$ cat src/rtl/seq_mult_ctrl_pkg.sv
`default_nettype none
// ============================================================================
// Module   : seq_mult_ctrl_pkg
// Purpose  : Shared state encoding and default width for the shift-add
//            sequential multiplier.
// Revision : 1.0 - initial release
// ============================================================================
package seq_mult_ctrl_pkg;

    localparam int c_default_width = 4;

    typedef enum logic [1:0] {
        IDLE = 2'd0,
        CALC = 2'd1,
        DONE = 2'd2
    } state_t;

endpackage : seq_mult_ctrl_pkg
`default_nettype wire

$ cat src/rtl/seq_mult_ctrl_if.sv
`default_nettype none
// ============================================================================
// Module   : seq_mult_ctrl_if
// Purpose  : Request/result bundle between the operand source and the
//            sequential multiplier.
// Revision : 1.0 - initial release
// ============================================================================
interface seq_mult_ctrl_if
    import seq_mult_ctrl_pkg::*;
#(
    parameter int WIDTH = c_default_width
) ();

    logic                 start;
    logic [WIDTH-1:0]     a;
    logic [WIDTH-1:0]     b;
    logic                 busy;
    logic                 done;
    logic [2*WIDTH-1:0]   product;

    // Requester side: issues operands, observes status and result
    modport master (
        output start, a, b,
        input  busy, done, product
    );

    // Multiplier side
    modport slave (
        input  start, a, b,
        output busy, done, product
    );

endinterface : seq_mult_ctrl_if
`default_nettype wire

$ cat src/rtl/seq_mult_ctrl_register_nbit.sv
`default_nettype none
// ============================================================================
// Module   : register_nbit
// Purpose  : Loadable N-bit register with asynchronous active-low clear.
// Revision : 1.0 - initial release
// ============================================================================
module register_nbit #(
    parameter int WIDTH = 4
) (
    input  logic             clk,
    input  logic             rst,
    input  logic             ld,
    input  logic [WIDTH-1:0] in,
    output logic [WIDTH-1:0] out
);

    always_ff @(posedge clk or negedge rst) begin
        if (!rst) begin
            out <= '0;
        end else if (ld) begin
            out <= in;
        end
    end

endmodule : register_nbit
`default_nettype wire

$ cat src/rtl/seq_mult_ctrl.sv
`default_nettype none
// ============================================================================
// Module   : seq_mult_ctrl
// Purpose  : Unsigned shift-add multiplier; WIDTH iterations per product,
//            FSM-driven load enables for the operand and product registers.
// Revision : 1.0 - initial release
// ============================================================================
module seq_mult_ctrl
    import seq_mult_ctrl_pkg::*;
#(
    parameter int WIDTH = c_default_width
) (
    input  logic           clk,
    input  logic           rst,
    seq_mult_ctrl_if.slave bus
);

    localparam int                 c_cnt_w = $clog2(WIDTH) + 1;
    localparam logic [c_cnt_w-1:0] c_last  = c_cnt_w'(WIDTH - 1);

    state_t               r_state;
    logic [WIDTH-1:0]     r_acc;
    logic [WIDTH-1:0]     r_q;
    logic                 r_carry;
    logic [c_cnt_w-1:0]   r_count;

    logic [WIDTH-1:0]     w_m;
    logic                 w_accept;
    logic                 w_last;
    logic [WIDTH:0]       w_addend;
    logic [WIDTH:0]       w_sum;
    logic [2*WIDTH:0]     w_shifted;
    logic                 w_carry_next;
    logic [WIDTH-1:0]     w_acc_next;
    logic [WIDTH-1:0]     w_q_next;

    assign w_accept = (r_state == IDLE) && bus.start;
    assign w_last   = (r_state == CALC) && (r_count == c_last);

    // Conditional add and right shift of {carry,acc,Q} resolve in one cycle
    assign w_addend  = {r_carry, r_acc};
    assign w_sum     = r_q[0] ? (w_addend + {1'b0, w_m}) : w_addend;
    assign w_shifted = {1'b0, w_sum, r_q[WIDTH-1:1]};
    assign {w_carry_next, w_acc_next, w_q_next} = w_shifted;

    register_nbit #(
        .WIDTH (WIDTH)
    ) u_m_reg (
        .clk (clk),
        .rst (rst),
        .ld  (w_accept),
        .in  (bus.a),
        .out (w_m)
    );

    // Product updates only on the final iteration edge, so it holds across later CALCs
    register_nbit #(
        .WIDTH (2 * WIDTH)
    ) u_product_reg (
        .clk (clk),
        .rst (rst),
        .ld  (w_last),
        .in  ({w_acc_next, w_q_next}),
        .out (bus.product)
    );

    always_ff @(posedge clk or negedge rst) begin
        if (!rst) begin
            r_state <= IDLE;
            r_acc   <= '0;
            r_q     <= '0;
            r_carry <= 1'b0;
            r_count <= '0;
        end else begin
            case (r_state)
                IDLE: begin
                    if (bus.start) begin
                        r_q     <= bus.b;
                        r_acc   <= '0;
                        r_carry <= 1'b0;
                        r_count <= '0;
                        r_state <= CALC;
                    end
                end
                CALC: begin
                    r_carry <= w_carry_next;
                    r_acc   <= w_acc_next;
                    r_q     <= w_q_next;
                    r_count <= r_count + c_cnt_w'(1);
                    if (r_count == c_last) begin
                        r_state <= DONE;
                    end
                end
                DONE: begin
                    r_state <= IDLE;
                end
                default: begin
                    r_state <= IDLE;
                end
            endcase
        end
    end

    assign bus.busy = (r_state == CALC);
    assign bus.done = (r_state == DONE);

endmodule : seq_mult_ctrl
`default_nettype wire

$ cat src/flat_wrapper.sv
// flat-port wrapper written by rule: the top's interface ports become plain ports
module seq_mult_ctrl_flat import seq_mult_ctrl_pkg::*;
#(
    parameter int WIDTH = c_default_width
)
  (clk, rst, bus_start, bus_a, bus_b, bus_busy, bus_done, bus_product);
  seq_mult_ctrl_if #(.WIDTH(WIDTH)) bus_i ();
  input  logic clk;
  input  logic rst;
  input wire logic [$bits(bus_i.start)-1:0] bus_start;
  input wire logic [$bits(bus_i.a)-1:0] bus_a;
  input wire logic [$bits(bus_i.b)-1:0] bus_b;
  output wire logic [$bits(bus_i.busy)-1:0] bus_busy;
  output wire logic [$bits(bus_i.done)-1:0] bus_done;
  output wire logic [$bits(bus_i.product)-1:0] bus_product;
  assign bus_i.start = bus_start;
  assign bus_i.a = bus_a;
  assign bus_i.b = bus_b;
  assign bus_busy = bus_i.busy;
  assign bus_done = bus_i.done;
  assign bus_product = bus_i.product;
  seq_mult_ctrl #(.WIDTH(WIDTH)) u_core (.clk(clk), .rst(rst), .bus(bus_i));
endmodule
$ cat config.mk
export PLATFORM = sky130hd
export DESIGN_NAME = seq_mult_ctrl_flat
export DESIGN_NICKNAME = d
export VERILOG_FILES = /design/src/rtl/seq_mult_ctrl_pkg.sv /design/src/rtl/seq_mult_ctrl_if.sv /design/src/rtl/seq_mult_ctrl_register_nbit.sv /design/src/rtl/seq_mult_ctrl.sv /design/src/flat_wrapper.sv
export SDC_FILE = /design/constraint.sdc
export NUM_CORES = 1
export LEC_CHECK = 0
export ABC_CLOCK_PERIOD_IN_PS = 2100
export CAP_MARGIN = 40
export CORE_MARGIN = 2
export CORE_UTILIZATION = 50
export DETAILED_ROUTE_END_ITERATION = 10
export PLACE_DENSITY = 0.76
export SYNTH_ARGS = -nofsm -noshare
export SYNTH_HDL_FRONTEND = slang
export SYNTH_HIERARCHICAL = 1
export SYNTH_SLANG_ARGS = --single-unit
$ cat constraint.sdc
create_clock -name clk -period 2.1 [get_ports clk]
set_clock_uncertainty 0.1 [all_clocks]
set_input_delay 0.42 -clock clk [delete_from_list [all_inputs] [get_ports clk]]
set_output_delay 0.42 -clock clk [all_outputs]
set_load 0.005 [all_outputs]
==> impl_metrics.csv <==
group,metric,value,unit
run_status,status,"completed",
synthesis,synth-seq-cells,25,
clocking,ctsHoldBuffers,0,
cells_and_area,fill_cells,195,
synthesis,synth_area_leaders,"dfrtp_1 50%, mux2_4 9.6%, ha_1 6.0%, mux2_2 3.6%, a22o_1 2.8%",
synthesis,synth_top_family_by_area,"multiplexers",
setup_path,crit_arrival,1510,ps
grt,grt_pass1_wl,4080,µm
clocking,numClockSinks,25,
floorplan,die_y,53.9,µm
sta,grt_setup_unrepaired,"false",
floorplan,coreArea,2410,µm²
setup_path,worstSetupEndpointType,"output pin",
synthesis,synth_area_per_cell,12.5,µm²
clocking,cts_tree,"done",
clocking,cts.clk_slew.worst_paths,130,ps
clocking,htreeDepth,1,
grt,grt_overflow_total,0,
sta,finalWorstSetupSlack,74.8,ps
detailed_routing,antenna_left,0,
cells_and_area,final_cell_mix,"25 x dfrtp_1, 19 x clkdlybuf4s50_1, 8 x mux2_4",
sta,fin_hold_ws,358,ps
synthesis,muxShareOfSynthArea,15.1,%
floorplan,fp-row-count,18,
synthesis,synthArstFlopShare,100,%
setup_path,criticalPathCategory,"flop to output pin",
hold_path,min_path_type,"primary input to asynchronous set/reset pin",
setup_path,required,1580,ps
run,drv_cap,0,
clocking,clk_path_buf_depth,2,
clocking,clock_latency,300,ps
cells_and_area,finalNonFillerCells,156,
sta,drv_slew,0,
sta,finalHoldViolCount,0,
detailed_routing,via_count,861,
synthesis,synthFlopType,"dfrtp_1",
clocking,cts-root-buf,"clkbuf_4",
detailed_routing,drc,0,
synthesis,syn-num-nets,118,
cells_and_area,drive_above_1_share,18.3,%
sta,max-slew-margin-rel,73.2,%
setup_path,crit_start,"u_core/r_state[1]",
setup_path,path_max_fanout,8,
sta,post-route-period-util,96.4,%
grt,grt_usage,19.7,%
floorplan,die_area,2910,µm²
synthesis,yosysTopAreaCellShare,50.2,%
floorplan,die_x,53.9,µm
setup_path,reg2reg_from,"u_core/r_acc[0]",
place,hpwl,1800,µm
sta,max_freq,494,MHz
cells_and_area,synthToLayoutAreaGrowth,22.1,%
synthesis,synth_compound_area_share,13.8,%
synthesis,yosysTopAreaCell,"dfrtp_1",
place,gp_congestion,0.695,
detailed_routing,dr.pass1.iters,4,
sta,setup_viol,0,
synthesis,syn_inst,100,
synthesis,synthesis.area,1250,µm²
sta,min_period,2030,ps
detailed_routing,wl,2410,µm
synthesis,ys_seq_area_share,50.2,%
synthesis,synth.yosys.warnings,6,
grt,grt_start_max_net_pins,26,
clocking,cts_buffers,3,
floorplan,io_pins,21,
synthesis,synthSimpleGateAreaFrac,8.33,%
detailed_routing,wl_per_cell,15.4,µm
synthesis,synth-adder-area-share,7.63,%
grt,grt_pass1_vias,890,
sta,tightest_slew,397,ps
detailed_routing,viasPerCell,5.52,
cells_and_area,final_cell_area,1520,µm²
place,port_buffers,20,
setup_path,cp-start-kind,"flop",
place,place_area,1480,µm²
cells_and_area,antennaDiodeCount,0,
place,dp_cells,151,
synthesis,yosys.area_share.xor_xnor,0.703,%
place,pre_cts_ws,97.4,ps
grt,antenna_found_initial,0,
sta,tns,0,ps
synthesis,synth_edf_count,0,
cells_and_area,final_common_cell,"dfrtp_1",
detailed_routing,initialDrtViolationCount,29,
power,power_density,1500,nW/µm²
power,ir_drop,0.000784,V
synthesis,yosysUniqueCellTypes,31,
power,cellLeakagePower,0.702,nW
floorplan,initial_core_util,51.7,%
cells_and_area,nets,145,
==> worst paths after layout <==
path | depth (start not counted) | to | slack [ps]
worst min register to register | 2 | u_core/r_count[2] | 400
max in group asynchronous | 2 | u_core/r_q[1] | 1310
worst min-delay path | 2 | u_core/r_state[1] | 360
min in group clk | 2 | u_core/r_count[2] | 400
worst max-delay path | 3 | bus_busy | 70
worst max register to register | 4 | u_core/u_product_reg/out[4] | 220
==> critical path, stage by stage, from the launching register on <==
cell and delay [ps]:
dfrtp_1 430, nand2b_4 160, inv_4 100, clkdlybuf4s50_1 510
==> metal layers <==
layer	part of all wire, %	routed length [µm]	track usage, %
met4	0.62	15	4.27
met3	2.5	60	3.33
met2	49	1180	32.5
met5	0	0	0
met1	48	1150	27.3
==> sequential cells by signal, indices dropped and copies added (netlist names) <==
name	count
u_core/r_acc	4
u_core/r_count	3
u_core/r_q	4
u_core/r_state	2
u_core/u_m_reg/out	4
u_core/u_product_reg/out	8
==> cells in the mapped netlist, types with 2 or more instances <==
cell      count
a21oi_1       4
a22o_1        4
a22oi_1       2
and2_1        2
buf_6         3
dfrtp_1      25
ha_1          6
inv_1         3
mux2_1        2
mux2_2        4
mux2_4        8
nand2_1       6
nand2b_1      2
nor2_1        3
nor2b_1       2
o21ai_0       4
o21ai_1       2
o22ai_1       5
==> power breakdown <==
part           total (W)  switching, W  internal (W)  leakage, nW
Combinational    0.00118      0.000505      0.000679        0.379
Clock           0.000207      0.000133     0.0000739       0.0150
Sequential      0.000897      0.000191      0.000706        0.309
Total            0.00229      0.000829       0.00146        0.702
==> area by class of cell <==
class / count / area, µm² / area share (%)
Inverter: 4 / 17.5 / 1.15
Sequential cell: 25 / 626 / 41.1
Clock buffer: 4 / 26.3 / 1.73
Tap cell: 30 / 37.5 / 2.47
Multi-Input combinational cell: 67 / 567 / 37.3
Timing Repair Buffer: 26 / 248 / 16.3
==> timing repair <==
action	in CTS	in global routing
hold endpoints to repair	0	0
endpoints found under the setup margin	1	2
pin swaps	0	0
gates resized for setup	0	2
buffers inserted	1	0
==> per-stage QoR <==
| stage | total power [W] | utilization [%] |
|---|---|---|
| final | 0.00229 | 63.1 |
| after global routing | 0.00249 | 63.1 |
| after CTS | 0.00229 | 62.9 |
| after detailed placement | 0.00207 | 61.5 |
| after global placement | 0.00199 | 61.5 |
| after floorplan | 0.00167 | - |
==> cells by family (layout without fill, tap and decap cells) <==
| logic type | after synthesis | after routing |
|---|---|---|
| XOR/XNOR | 1 | 1 |
| AND/OR/NAND/NOR | 19 | 19 |
| buffers and inverters | 8 | 34 |
| multiplexers | 14 | 14 |
| AO/OA/AOI/OAI | 26 | 26 |
| flip-flops | 25 | 25 |
| adder cells (fa/ha/maj) | 7 | 7 |
Note: power is estimated with default switching activity, not from simulation.
